**src/rtl/flit_demux_1x4.sv**
```systemverilog
// -----------------------------------------------------------------------------
// flit_demux_1x4
// Wormhole flit demultiplexer. A single valid/ready flit stream is steered to
// one of four output ports. The head (or single) flit's destination field
// picks the port; the route stays locked until the tail flit has passed.
// Every flit passes through one registered output stage that supports
// drain-and-reload in the same cycle, so the stream runs at one flit per
// cycle. Flits that break the packet framing are accepted, dropped and
// flagged on err.
//
// Ports
//   clk        rising-edge clock
//   reset_n    synchronous active-low reset
//   in_flit    input flit; [W-1:W-2] type, [W-3:W-4] destination
//   in_valid   in_flit valid
//   in_ready   block accepts in_flit this cycle
//   out_flit   registered flit, shared by all four ports
//   out_valid  one-hot port valid (bit p = flit valid on port p)
//   out_ready  per-port downstream ready
//   busy       route locked (mid-packet)
//   err        one-cycle pulse when a protocol-violating flit is dropped
// -----------------------------------------------------------------------------
module flit_demux_1x4 #(
   parameter int flit_width = 12
) (
   input  logic                  clk,
   input  logic                  reset_n,
   input  logic [flit_width-1:0] in_flit,
   input  logic                  in_valid,
   output logic                  in_ready,
   output logic [flit_width-1:0] out_flit,
   output logic [3:0]            out_valid,
   input  logic [3:0]            out_ready,
   output logic                  busy,
   output logic                  err
);

   typedef enum logic {IDLE, LOCKED} state_t;

   localparam logic [1:0] T_BODY   = 2'b00;
   localparam logic [1:0] T_HEAD   = 2'b01;
   localparam logic [1:0] T_TAIL   = 2'b10;
   localparam logic [1:0] T_SINGLE = 2'b11;

   function automatic logic [3:0] port_onehot(input logic [1:0] p);
      logic [3:0] oh;
      oh    = 4'b0000;
      oh[p] = 1'b1;
      return oh;
   endfunction

   state_t                state;
   logic [1:0]            lock_port;
   logic                  vld_p1;
   logic [1:0]            port_p1;
   logic [flit_width-1:0] flit_p1;
   logic                  err_p1;

   logic [1:0] ftype;
   logic [1:0] dest;
   logic       accept;
   logic       legal;
   logic [1:0] tgt_port;

   assign ftype = in_flit[flit_width-1:flit_width-2];
   assign dest  = in_flit[flit_width-3:flit_width-4];

   // Ready only looks at the occupied port, never at the incoming flit, so
   // dropped flits drain at the same rate as legal ones.
   assign in_ready = !vld_p1 || out_ready[port_p1];
   assign accept   = in_valid && in_ready;

   // Legality and target port depend on whether a route is currently held.
   always_comb begin
      legal    = 1'b0;
      tgt_port = lock_port;
      if (state == IDLE) begin
         legal    = (ftype == T_HEAD) || (ftype == T_SINGLE);
         tgt_port = dest;
      end else begin
         legal    = (ftype == T_BODY) || (ftype == T_TAIL);
         tgt_port = lock_port;
      end
   end

   // ---- output stage (p1): route FSM, flit/port register, error pulse ----
   always_ff @(posedge clk) begin
      if (!reset_n) begin
         state     <= IDLE;
         lock_port <= 2'd0;
         vld_p1    <= 1'b0;
         port_p1   <= 2'd0;
         flit_p1   <= '0;
         err_p1    <= 1'b0;
      end else begin
         err_p1 <= accept && !legal;

         if (accept && legal) begin
            vld_p1  <= 1'b1;
            port_p1 <= tgt_port;
            flit_p1 <= in_flit;
         end else if (vld_p1 && out_ready[port_p1]) begin
            vld_p1  <= 1'b0;
         end

         if (accept && legal) begin
            case (state)
               IDLE: begin
                  if (ftype == T_HEAD) begin
                     lock_port <= dest;
                     state     <= LOCKED;
                  end
               end
               LOCKED: begin
                  if (ftype == T_TAIL) state <= IDLE;
               end
               default: state <= IDLE;
            endcase
         end
      end
   end

   assign out_flit  = flit_p1;
   assign out_valid = vld_p1 ? port_onehot(port_p1) : 4'b0000;
   assign busy      = (state == LOCKED);
   assign err       = err_p1;

endmodule

```
**config.mk**
```make
export PLATFORM = sky130hd
export DESIGN_NAME = flit_demux_1x4
export DESIGN_NICKNAME = d
export VERILOG_FILES = /design/src/rtl/flit_demux_1x4.sv
export SDC_FILE = /design/constraint.sdc
export NUM_CORES = 1
export LEC_CHECK = 0
export BUFFER_PORTS_ARGS = -buffer_cell sky130_fd_sc_hd__buf_2
export CORE_MARGIN = 8
export CORE_UTILIZATION = 41
export DETAILED_ROUTE_END_ITERATION = 10
export GPL_TIMING_DRIVEN = 0
export MAX_ROUTING_LAYER = met4
export PLACE_DENSITY = 0.77
export SYNTH_ARGS = -nofsm -noshare
export SYNTH_HDL_FRONTEND = slang
export SYNTH_SLANG_ARGS = --single-unit
```
**constraint.sdc**
```tcl
create_clock -name clk -period 1.5 [get_ports clk]
set_clock_uncertainty 0.2 [all_clocks]
set_input_delay 0.225 -clock clk [delete_from_list [all_inputs] [get_ports clk]]
set_output_delay 0.225 -clock clk [all_outputs]
set_load 0.1 [all_outputs]
```
==> results.yml, run 1 <==
logic_synthesis:
  synth-xor-area-share_pct: 0.968
  synth_area_per_cell_um2: 9.42
  synth_area_um2: 905
  synthSimpleGateAreaFrac_pct: 23.5
  ys_seq_area_share_pct: 42.0
  synth_cells: 96
  synth_fa_ha_area_share_pct: 0
  muxShareOfSynthArea_pct: 23.2
  yosysUniqueCellTypes: 22
  synth-compound-area-share_pct: 3.46
  synth_top_family_by_area: "simple AND/OR/NAND/NOR gates"
  synth_seq_cells: 19
  synth_nets: 115
  yosysWarnings: 0
placement:
  gp_congestion: 0.775
  place_hpwl_mm: 1.57
  pre_cts_ws_ns: -0.306
  numPortBuffers: 36
timing:
  post-route-min-period_ns: 1.76
  layout_setup_ws_ns: -0.264
  min_period_over_period_pct: 118
  relSlewSlack_pct: 67.5
  fmax_ghz: 0.567
  rsz0062_at_grt: "yes"
  setup_violations: 22
  hold_viol_final: 0
  maxSlewViolCount: 0
  tns_ns: -4.85
  tightest_slew_ns: 0.488
flow_run:
  cap_violations: 0
pwr:
  finalPower_mw: 1.37
  p_sw_uw: 521
  peakVddDrop_mv: 0.791
  pwr-share-seq_pct: 41.0
  internal_power_uw: 853
  powerDensity_nw_per_um2: 907
  pwr-share-clk_pct: 18.8
  swShare_pct: 37.9
  p_leak_nw: 0.691
  pwr-share-comb_pct: 40.2
routing:
  num_vias: 871
  drc: 0
  drt_iter0_drc: 12
  firstDrtPassIters: 5
  wl_per_cell_um: 13.4
  finalWirelength_mm: 2.45
  ant_nets: 0
  vias_per_cell: 4.76
clock_tree:
  cts-htree-levels: 1
  clock_path_buffers: 2
  insertion_delay_ns: 0.29
  clkTransAtPathRegs_ns: 0.11
  clock_sinks: 19
  cts_root_buf: "clkbuf_4"
  cts_made_buffers: 3
  cts_tree: "done"
critical_path:
  critPathKind: "reg -> reg"
  worst_path_most_repeated_cell: "buf_12"
  crit_family: "flip-flops"
  slowest_delay_ns: 0.39
  cp_slowest_cell: "dfxtp_4"
  critPathMaxFanout: 5
  crit_arrival_ns: 1.78
  cp.required_ns: 1.52
  critPathCaptureType: "flop"
  crit_chain: "mux2i_4, a22oi_4, and3_4, buf_12, buf_12, mux2i_1"
  crit_buf_inv: 2
  start_kind: "flop"
layout:
  drive_above_1_share_pct: 43.2
  diodes: 0
  area_growth_pct: 67.4
  final_nets: 175
  fillers: 149
grt:
  antenna_found_initial: 0
  grt_max_degree: 11
  gr-usage-all-layers_pct: 12.1
  grt_pass1_wl_mm: 3.95
  grt_pass1_vias: 882
  grt-ovfl-total: 0
hold_path:
  min_path_type: "in -> reg"
floorplan:
  die_x_um: 63.0
  die-area_um2: 3970
  fp-row-count: 17
  die_h_um: 63.0
  start_util_pct: 42.1
  core_um2: 2150
  num_io_pins: 38
run_status:
  status: "finished, violations left"
  violations: "setup timing"
flip-flops by register name, summed over array words and instances, names as in the netlist:
name       cells
busy           1
vld_p1         1
port_p1        2
lock_port      2
err            1
out_flit      12
worst reg2reg max path, cell delays in order, from the launching register on:
cell,delay [ns]
dfxtp_4,0.39
mux2i_4,0.19
a22oi_4,0.23
and3_4,0.27
buf_12,0.12
buf_12,0.11
mux2i_1,0.18
synthesized netlist by cell type:
cell type	count	area [um^2]
and4b_1	1	10.0
xor2_1	1	8.76
dfxtp_1	19	380
nand2b_1	1	6.26
o21ai_0	1	5.00
clkbuf_1	4	15.0
mux2i_1	16	160
and4b_2	1	11.3
nor2b_1	1	6.26
mux2i_2	2	27.5
inv_1	1	3.75
nand4_1	1	6.26
and2_1	2	12.5
mux2_2	2	22.5
nand2_1	32	120
buf_12	1	20.0
a21oi_1	1	5.00
nor3_1	1	5.00
and3_1	2	12.5
and2b_1	3	22.5
a22oi_4	1	21.3
buf_6	2	22.5
repair_timing:
action | CTS | global route
gates cloned | 1 | 0
hold endpoints to repair | 10 | 0
resized for setup | 36 | 13
pin swaps | 2 | 2
setup buffers | 8 | 2
hold buffers | 10 | 0
setup endpoints to repair | 26 | 32
power groups by stage:
stage                     registers [mW]  logic (mW)  clock network, mW
final                              0.563       0.552              0.259
after global routing               0.568       0.574              0.283
after global placement             0.567       0.426                  0
after CTS                          0.562       0.528              0.261
after detailed placement           0.568       0.431                  0
after floorplan                    0.756       0.165                  0
per-layer routing:
layer	routed length [um]	vias up	global-route usage (%)
met5	0	-	-
met4	23	0	3.42
met3	161	6	3.05
met2	1220	43	21.1
met1	1050	389	13.1
li1	-	433	-
layout by cell type (no fill, tap or decap), drive strengths merged:
cell type	count
a21oi	1
a22oi	1
and2	2
and2b	3
and3	2
and4b	2
buf	40
clkbuf	16
dfxtp	19
dlygate4sd3	10
inv	1
mux2	2
mux2i	18
nand2	32
nand2b	1
nand4	1
nor2b	1
nor3	1
o21ai	1
xor2	1
cells by family (layout without fill, tap and decap cells):
kind of cell,Yosys count,in the layout
AO/OA/AOI/OAI,3,3
flip-flops,19,19
AND/OR/NAND/NOR,45,45
multiplexers,20,20
XOR/XNOR,1,1
buffers and inverters,8,67
layout make-up:
class / instances / area (um^2) / area share [%]
clock buffers: 4 / 26.3 / 1.74
multi-input cells: 69 / 489 / 32.3
flip-flops and latches: 19 / 387 / 25.5
inverters: 1 / 3.75 / 0.248
plain buffers: 5 / 35.0 / 2.31
repair buffers: 57 / 538 / 35.5
well taps: 28 / 35.0 / 2.31
worst paths after layout:
check | startpoint | slack, ns | endpoint | cells after the start
worst min register to register | out_flit[8] | 0.27 | out_flit[8] | 2
worst max register to register | port_p1[1] | -0.26 | port_p1[1] | 6
worst max-delay path | port_p1[1] | -0.26 | port_p1[1] | 6
worst min-delay path | in_valid | 0.003 | vld_p1 | 3
per-stage QoR:
step | hold WS [ns] | instance area, um^2 | util [%] | cells
after floorplan | 0.152 | 910 | - | 96
after global placement | 0.239 | 1120 | 52.4 | 160
after detailed placement | 0.248 | 1120 | 52.4 | 160
after CTS | 0.00650 | 1460 | 68.1 | 181
after global routing | 0.0117 | 1510 | 70.5 | 183
final | 0.00345 | 1510 | 70.5 | 183
(Power assumes the default switching activity.)
==> run 2: changes to the inputs <==
--- a/config.mk
+++ b/config.mk
@@ -12,6 +12,7 @@
 export GPL_TIMING_DRIVEN = 0
 export MAX_ROUTING_LAYER = met4
 export PLACE_DENSITY = 0.77
+export SETUP_SLACK_MARGIN = 0.2
 export SYNTH_ARGS = -nofsm -noshare
 export SYNTH_HDL_FRONTEND = slang
 export SYNTH_SLANG_ARGS = --single-unit
==> run 2 against run 1 <==
The run still ends with setup timing left. Die area did not move. Global-route usage rose by 2.2 points. Routed wire length rose by 16%. Critical path type unchanged. Critical endpoint is now out_flit[1].
==> results.yml, run 2 (same netlist as run 1, synthesis figures left out) <==
flow_run:
  cap_violations: 0
timing:
  setup_violations: 22
  maxSlewViolCount: 0
  tns_ns: -5.18
  hold_ws_ns: 0.00296
  min_period_over_period_pct: 120
  fmax_ghz: 0.554
  rsz0062_at_grt: "yes"
  relSlewSlack_pct: 68.6
  tightest_slew_ns: 0.471
  hold_viol_final: 0
  layout_setup_ws_ns: -0.305
  post-route-min-period_ns: 1.80
pwr:
  powerDensity_nw_per_um2: 876
  peakVddDrop_mv: 0.839
  p_leak_nw: 0.712
  finalPower_mw: 1.45
layout:
  finalCoreUtilization_pct: 77.0
  final_common_cell: "nand2_1"
  fin_cells: 179
  drive_above_1_share_pct: 53.0
  area_growth_pct: 82.8
  largest_reg_flops: 12
  final_cell_mix: "32 x nand2_1, 19 x buf_12, 17 x buf_2, 14 x mux2i_1, 14 x dfxtp_2"
  fillers: 120
  diodes: 0
  final_nets: 171
clock_tree:
  cts-htree-levels: 1
  cts_root_buf: "clkbuf_4"
  clock_path_buffers: 2
  cts_made_buffers: 3
  clkTransAtPathRegs_ns: 0.11
  insertion_delay_ns: 0.30
  clock_sinks: 19
  cts_tree: "done"
placement:
  gp_congestion: 0.750
  place_inst: 160
  numPortBuffers: 36
  place_hpwl_mm: 1.63
hold_path:
  hp-start: "in_flit[8]"
  min_path_cells: 3
  min_path_type: "in -> reg"
  holdPathEnd: "out_flit[8]"
routing:
  finalWirelength_mm: 2.84
  num_vias: 878
  wirelength_met1_mm: 1.23
  firstDrtPassIters: 4
  drc: 0
  routed.top_layer: "met4"
  vias_per_cell: 4.91
  wl_per_cell_um: 15.8
  drt_iter0_drc: 24
  ant_nets: 0
  wl_met2_mm: 1.42
  met3_length_um: 153
grt:
  grt-ovfl-total: 0
  grt_pass1_wl_mm: 4.60
  grt_max_degree: 11
  grt_pass1_vias: 987
  antenna_found_initial: 0
  gr-usage-all-layers_pct: 14.2
run_status:
  status: "finished, violations left"
  violations: "setup timing"
critical_path:
  cp_slowest_cell: "dfxtp_2"
  crit_buf_inv: 3
  rr_worst_depth: 7
  critPathCaptureType: "flop"
  reg2reg_from: "port_p1[1]"
  crit_chain: "buf_6, mux2i_2, a22oi_4, and3_4, buf_6, buf_12, mux2i_4"
  crit_arrival_ns: 1.83
  worst_path_most_repeated_cell: "buf_6"
  ff2ff_setup_slack_ns: -0.30
  regToRegEndpoint: "out_flit[1]"
  crit_family: "buffers and inverters"
  start_kind: "flop"
  setup.worst_path.start: "port_p1[1]"
  slowest_delay_ns: 0.33
  cp.required_ns: 1.53
  critPathKind: "reg -> reg"
  critPathMaxFanout: 5
floorplan:
  die_x_um: 63.0
  die-area_um2: 3970
  die_h_um: 63.0
  core_um2: 2150
  num_io_pins: 38
  fp-row-count: 17
  start_util_pct: 42.1
## run 2: changes by cell type in the layout (fill, tap and decap cells not counted), sizes merged
cell	delta
buf	+5
clkbuf	-8
dlygate4sd3	-1
## run 2: area by class of cell
class	count	area [um^2]	share of cell area, %
repair buffers	51	616	37.2
multi-input cells	69	510	30.9
flip-flops and latches	19	405	24.5
plain buffers	7	57.6	3.48
well taps	28	35.0	2.12
clock buffers	4	26.3	1.59
inverters	1	3.75	0.227
## run 2: timing repair
action | 4_1_cts | 5_1_grt
endpoints found under the hold margin | 9 | 0
hold buffers | 9 | 0
cloned | 1 | 0
pin swaps | 2 | 3
resized for setup | 81 | 17
buffers inserted | 4 | 1
endpoints found under the setup margin | 37 | 36
## run 2: power breakdown
part | internal (mW) | total [mW] | leakage (nW) | switching (mW)
sequential | 0.544 | 0.577 | 0.163 | 0.0340
clock | 0.104 | 0.267 | 0.0150 | 0.163
combinational | 0.255 | 0.605 | 0.534 | 0.350
## run 2: worst max-delay path by stage
| stage | to | slack [ns] | cells past startpoint |
|---|---|---|---|
| 2_1_floorplan | busy | -0.68 | 7 |
| 3_3_place_gp | out_flit[3] | -0.23 | 7 |
| 3_5_place_dp | out_flit[11] | -0.31 | 7 |
| 4_1_cts | out_flit[11] | -0.31 | 7 |
| 5_1_grt | out_flit[1] | -0.37 | 7 |
| 6_report | out_flit[1] | -0.30 | 7 |
## run 2: tightest hold or removal path, stage by stage
cell     delay (ns)
buf_2          0.11
nand2_1        0.07
mux2i_1        0.07
## run 2: metal layers
metal | vias up | GRT usage [%]
met4 | 0 | 3.42
met2 | 38 | 26.0
met3 | 4 | 3.41
met1 | 410 | 14.9
li1 | 426 | -
met5 | - | -
## run 2: through the flow
step	instance area (um^2)	worst slack [ns]
floorplan	920	-0.684
global placement	1130	-0.231
detailed placement	1130	-0.305
CTS	1580	-0.306
global route	1650	-0.369
finish	1650	-0.305
==> run 3: changes to the inputs <==
--- a/config.mk
+++ b/config.mk
@@ -5,13 +5,13 @@
 export SDC_FILE = /design/constraint.sdc
 export NUM_CORES = 1
 export LEC_CHECK = 0
-export BUFFER_PORTS_ARGS = -buffer_cell sky130_fd_sc_hd__buf_2
+export BUFFER_PORTS_ARGS = -buffer_cell sky130_fd_sc_hd__clkbuf_2
 export CORE_MARGIN = 8
-export CORE_UTILIZATION = 41
+export CORE_UTILIZATION = 40
 export DETAILED_ROUTE_END_ITERATION = 10
 export GPL_TIMING_DRIVEN = 0
 export MAX_ROUTING_LAYER = met4
-export PLACE_DENSITY = 0.77
+export PLACE_DENSITY = 0.75
 export SETUP_SLACK_MARGIN = 0.2
 export SYNTH_ARGS = -nofsm -noshare
 export SYNTH_HDL_FRONTEND = slang
==> run 3 against run 2 <==
Register-to-register slack about the same. Die area rose by 1.9%. The flow still finishes with violations (setup timing). Worst setup slack lost 0.0041 ns. Cell count rose by 3.4%. Sequential cell count did not move. Combinational power increased by 5.8%.
==> results.yml, run 3 (same netlist as run 1, synthesis figures left out) <==
run_status:
  status: "finished, violations left"
  violations: "setup timing"
grt:
  grt_pass1_wl_mm: 5.11
  grt_pass1_vias: 1062
  antenna_found_initial: 0
  gr-usage-all-layers_pct: 16.3
  grt_max_degree: 11
  grt-ovfl-total: 0
clock_tree:
  cts_made_buffers: 3
  insertion_delay_ns: 0.31
  clkTransAtPathRegs_ns: 0.11
  clock_path_buffers: 2
  cts_root_buf: "clkbuf_4"
  cts-htree-levels: 1
  cts_tree: "done"
  clock_sinks: 19
routing:
  vias_per_cell: 4.95
  wl_per_cell_um: 17.2
  drc: 0
  drt_iter0_drc: 19
  firstDrtPassIters: 4
  finalWirelength_mm: 3.18
  ant_nets: 0
  num_vias: 916
layout:
  drive_above_1_share_pct: 52.2
  final_cell_mix: "32 x nand2_1, 18 x clkbuf_16, 17 x clkbuf_2, 15 x mux2i_1, 15 x dfxtp_2"
  final_nets: 177
  diodes: 0
  area_growth_pct: 98.6
  fillers: 103
  multiInputGateArea_um2: 503
  regArea_um2: 403
  final_common_cell: "nand2_1"
  largest_reg_flops: 12
critical_path:
  ff2ff_setup_slack_ns: -0.30
  cp.depth: 4
  setup.worst_path.start: "port_p1[1]"
  cp-endpoint: "in_ready"
  rr_worst_depth: 7
  slowest_delay_ns: 0.33
  crit_family: "buffers and inverters"
  critPathKind: "reg -> out"
  critPathCaptureType: "primary output"
  crit_buf_inv: 2
  cp_slowest_cell: "dfxtp_2"
  cp.required_ns: 1.07
  start_kind: "flop"
  crit_arrival_ns: 1.38
  reg2reg_from: "port_p1[1]"
  critPathMaxFanout: 3
  regToRegEndpoint: "out_flit[5]"
  crit_chain: "buf_6, mux2i_2, a22oi_4, clkbuf_16"
pwr:
  pwr-share-clk_pct: 18.2
  finalPower_mw: 1.49
  pwr-share-comb_pct: 42.9
  p_sw_uw: 557
  swShare_pct: 37.4
  powerDensity_nw_per_um2: 829
  pwr-share-seq_pct: 38.8
  p_leak_nw: 0.790
  peakVddDrop_mv: 0.824
  internal_power_uw: 933
floorplan:
  core_um2: 2170
  die_x_um: 63.6
  num_io_pins: 38
  fp-row-count: 17
  die_h_um: 63.6
  start_util_pct: 41.7
  die-area_um2: 4040
timing:
  post-route-min-period_ns: 1.81
  rsz0062_at_grt: "yes"
  min_period_over_period_pct: 121
  hold_viol_final: 0
  setup_violations: 22
  maxSlewViolCount: 0
  tightest_slew_ns: 0.464
  relSlewSlack_pct: 69.1
  hold_ws_ns: 0.0187
  layout_setup_ws_ns: -0.309
  fmax_ghz: 0.553
placement:
  gp_congestion: 0.770
  numPortBuffers: 36
  place_hpwl_mm: 1.68
hold_path:
  min_path_type: "in -> reg"
flow_run:
  cap_violations: 0
-- run 3: cell types whose count changed in the layout (fill, tap and decap cells not counted), sizes merged --
cell	delta
buf	-33
dlygate4sd3	+4
clkbuf	+35
-- run 3: repair_timing --
item	4_1_cts	5_1_grt
setup buffers	4	3
resized for setup	75	5
endpoints found under the hold margin	13	0
hold buffers	13	0
endpoints found under the setup margin	37	38
gates cloned	1	0
pin swaps	2	3
-- run 3: stage by stage --
step | worst slack (ns) | area [um^2] | TNS, ns | utilization [%] | std cells
2_1_floorplan | -0.684 | 920 | -11.11 | - | 96
3_3_place_gp | -0.239 | 1130 | -3.24 | 52.3 | 160
3_5_place_dp | -0.332 | 1130 | -4.25 | 52.3 | 160
4_1_cts | -0.329 | 1750 | -5.62 | 80.7 | 182
5_1_grt | -0.361 | 1800 | -6.80 | 82.8 | 185
6_report | -0.309 | 1800 | -5.49 | 82.8 | 185
-- run 3: worst min-delay path by stage --
stage / to / cells after the start / from
global placement: lock_port[0] / 2 / lock_port[0]
detailed placement: out_flit[9] / 2 / out_flit[9]
finish: busy / 3 / in_flit[11]
CTS: out_flit[10] / 3 / in_valid
floorplan: err / 2 / in_valid
global route: out_flit[10] / 3 / in_valid
-- run 3: worst min-delay path, cell delays in order --
cell and delay (ns):
clkbuf_2 0.10, nand2b_1 0.10, mux2i_1 0.07
-- run 3: per-layer routing --
metal | routed length, um | vias up | GRT usage [%]
met4 | 49 | 0 | 7.24
li1 | - | 438 | -
met5 | 0 | - | -
met2 | 1700 | 33 | 30.2
met1 | 1250 | 441 | 15.1
met3 | 180 | 4 | 4.59
-- run 3: cell type report --
cell class,count,share of cell area [%]
timing repair buffer,57,42.5
multi-input combinational,69,28.0
sequential,19,22.4
buffer,7,3.41
tap,28,1.95
clock buffer,4,1.46
inverter,1,0.209
-- run 3: power by group through the flow --
stage | sequential [mW] | combinational, mW | clock, mW
finish | 0.579 | 0.640 | 0.271
global route | 0.583 | 0.661 | 0.296
CTS | 0.575 | 0.610 | 0.263
detailed placement | 0.571 | 0.435 | 0
global placement | 0.570 | 0.428 | 0
floorplan | 0.758 | 0.168 | 0
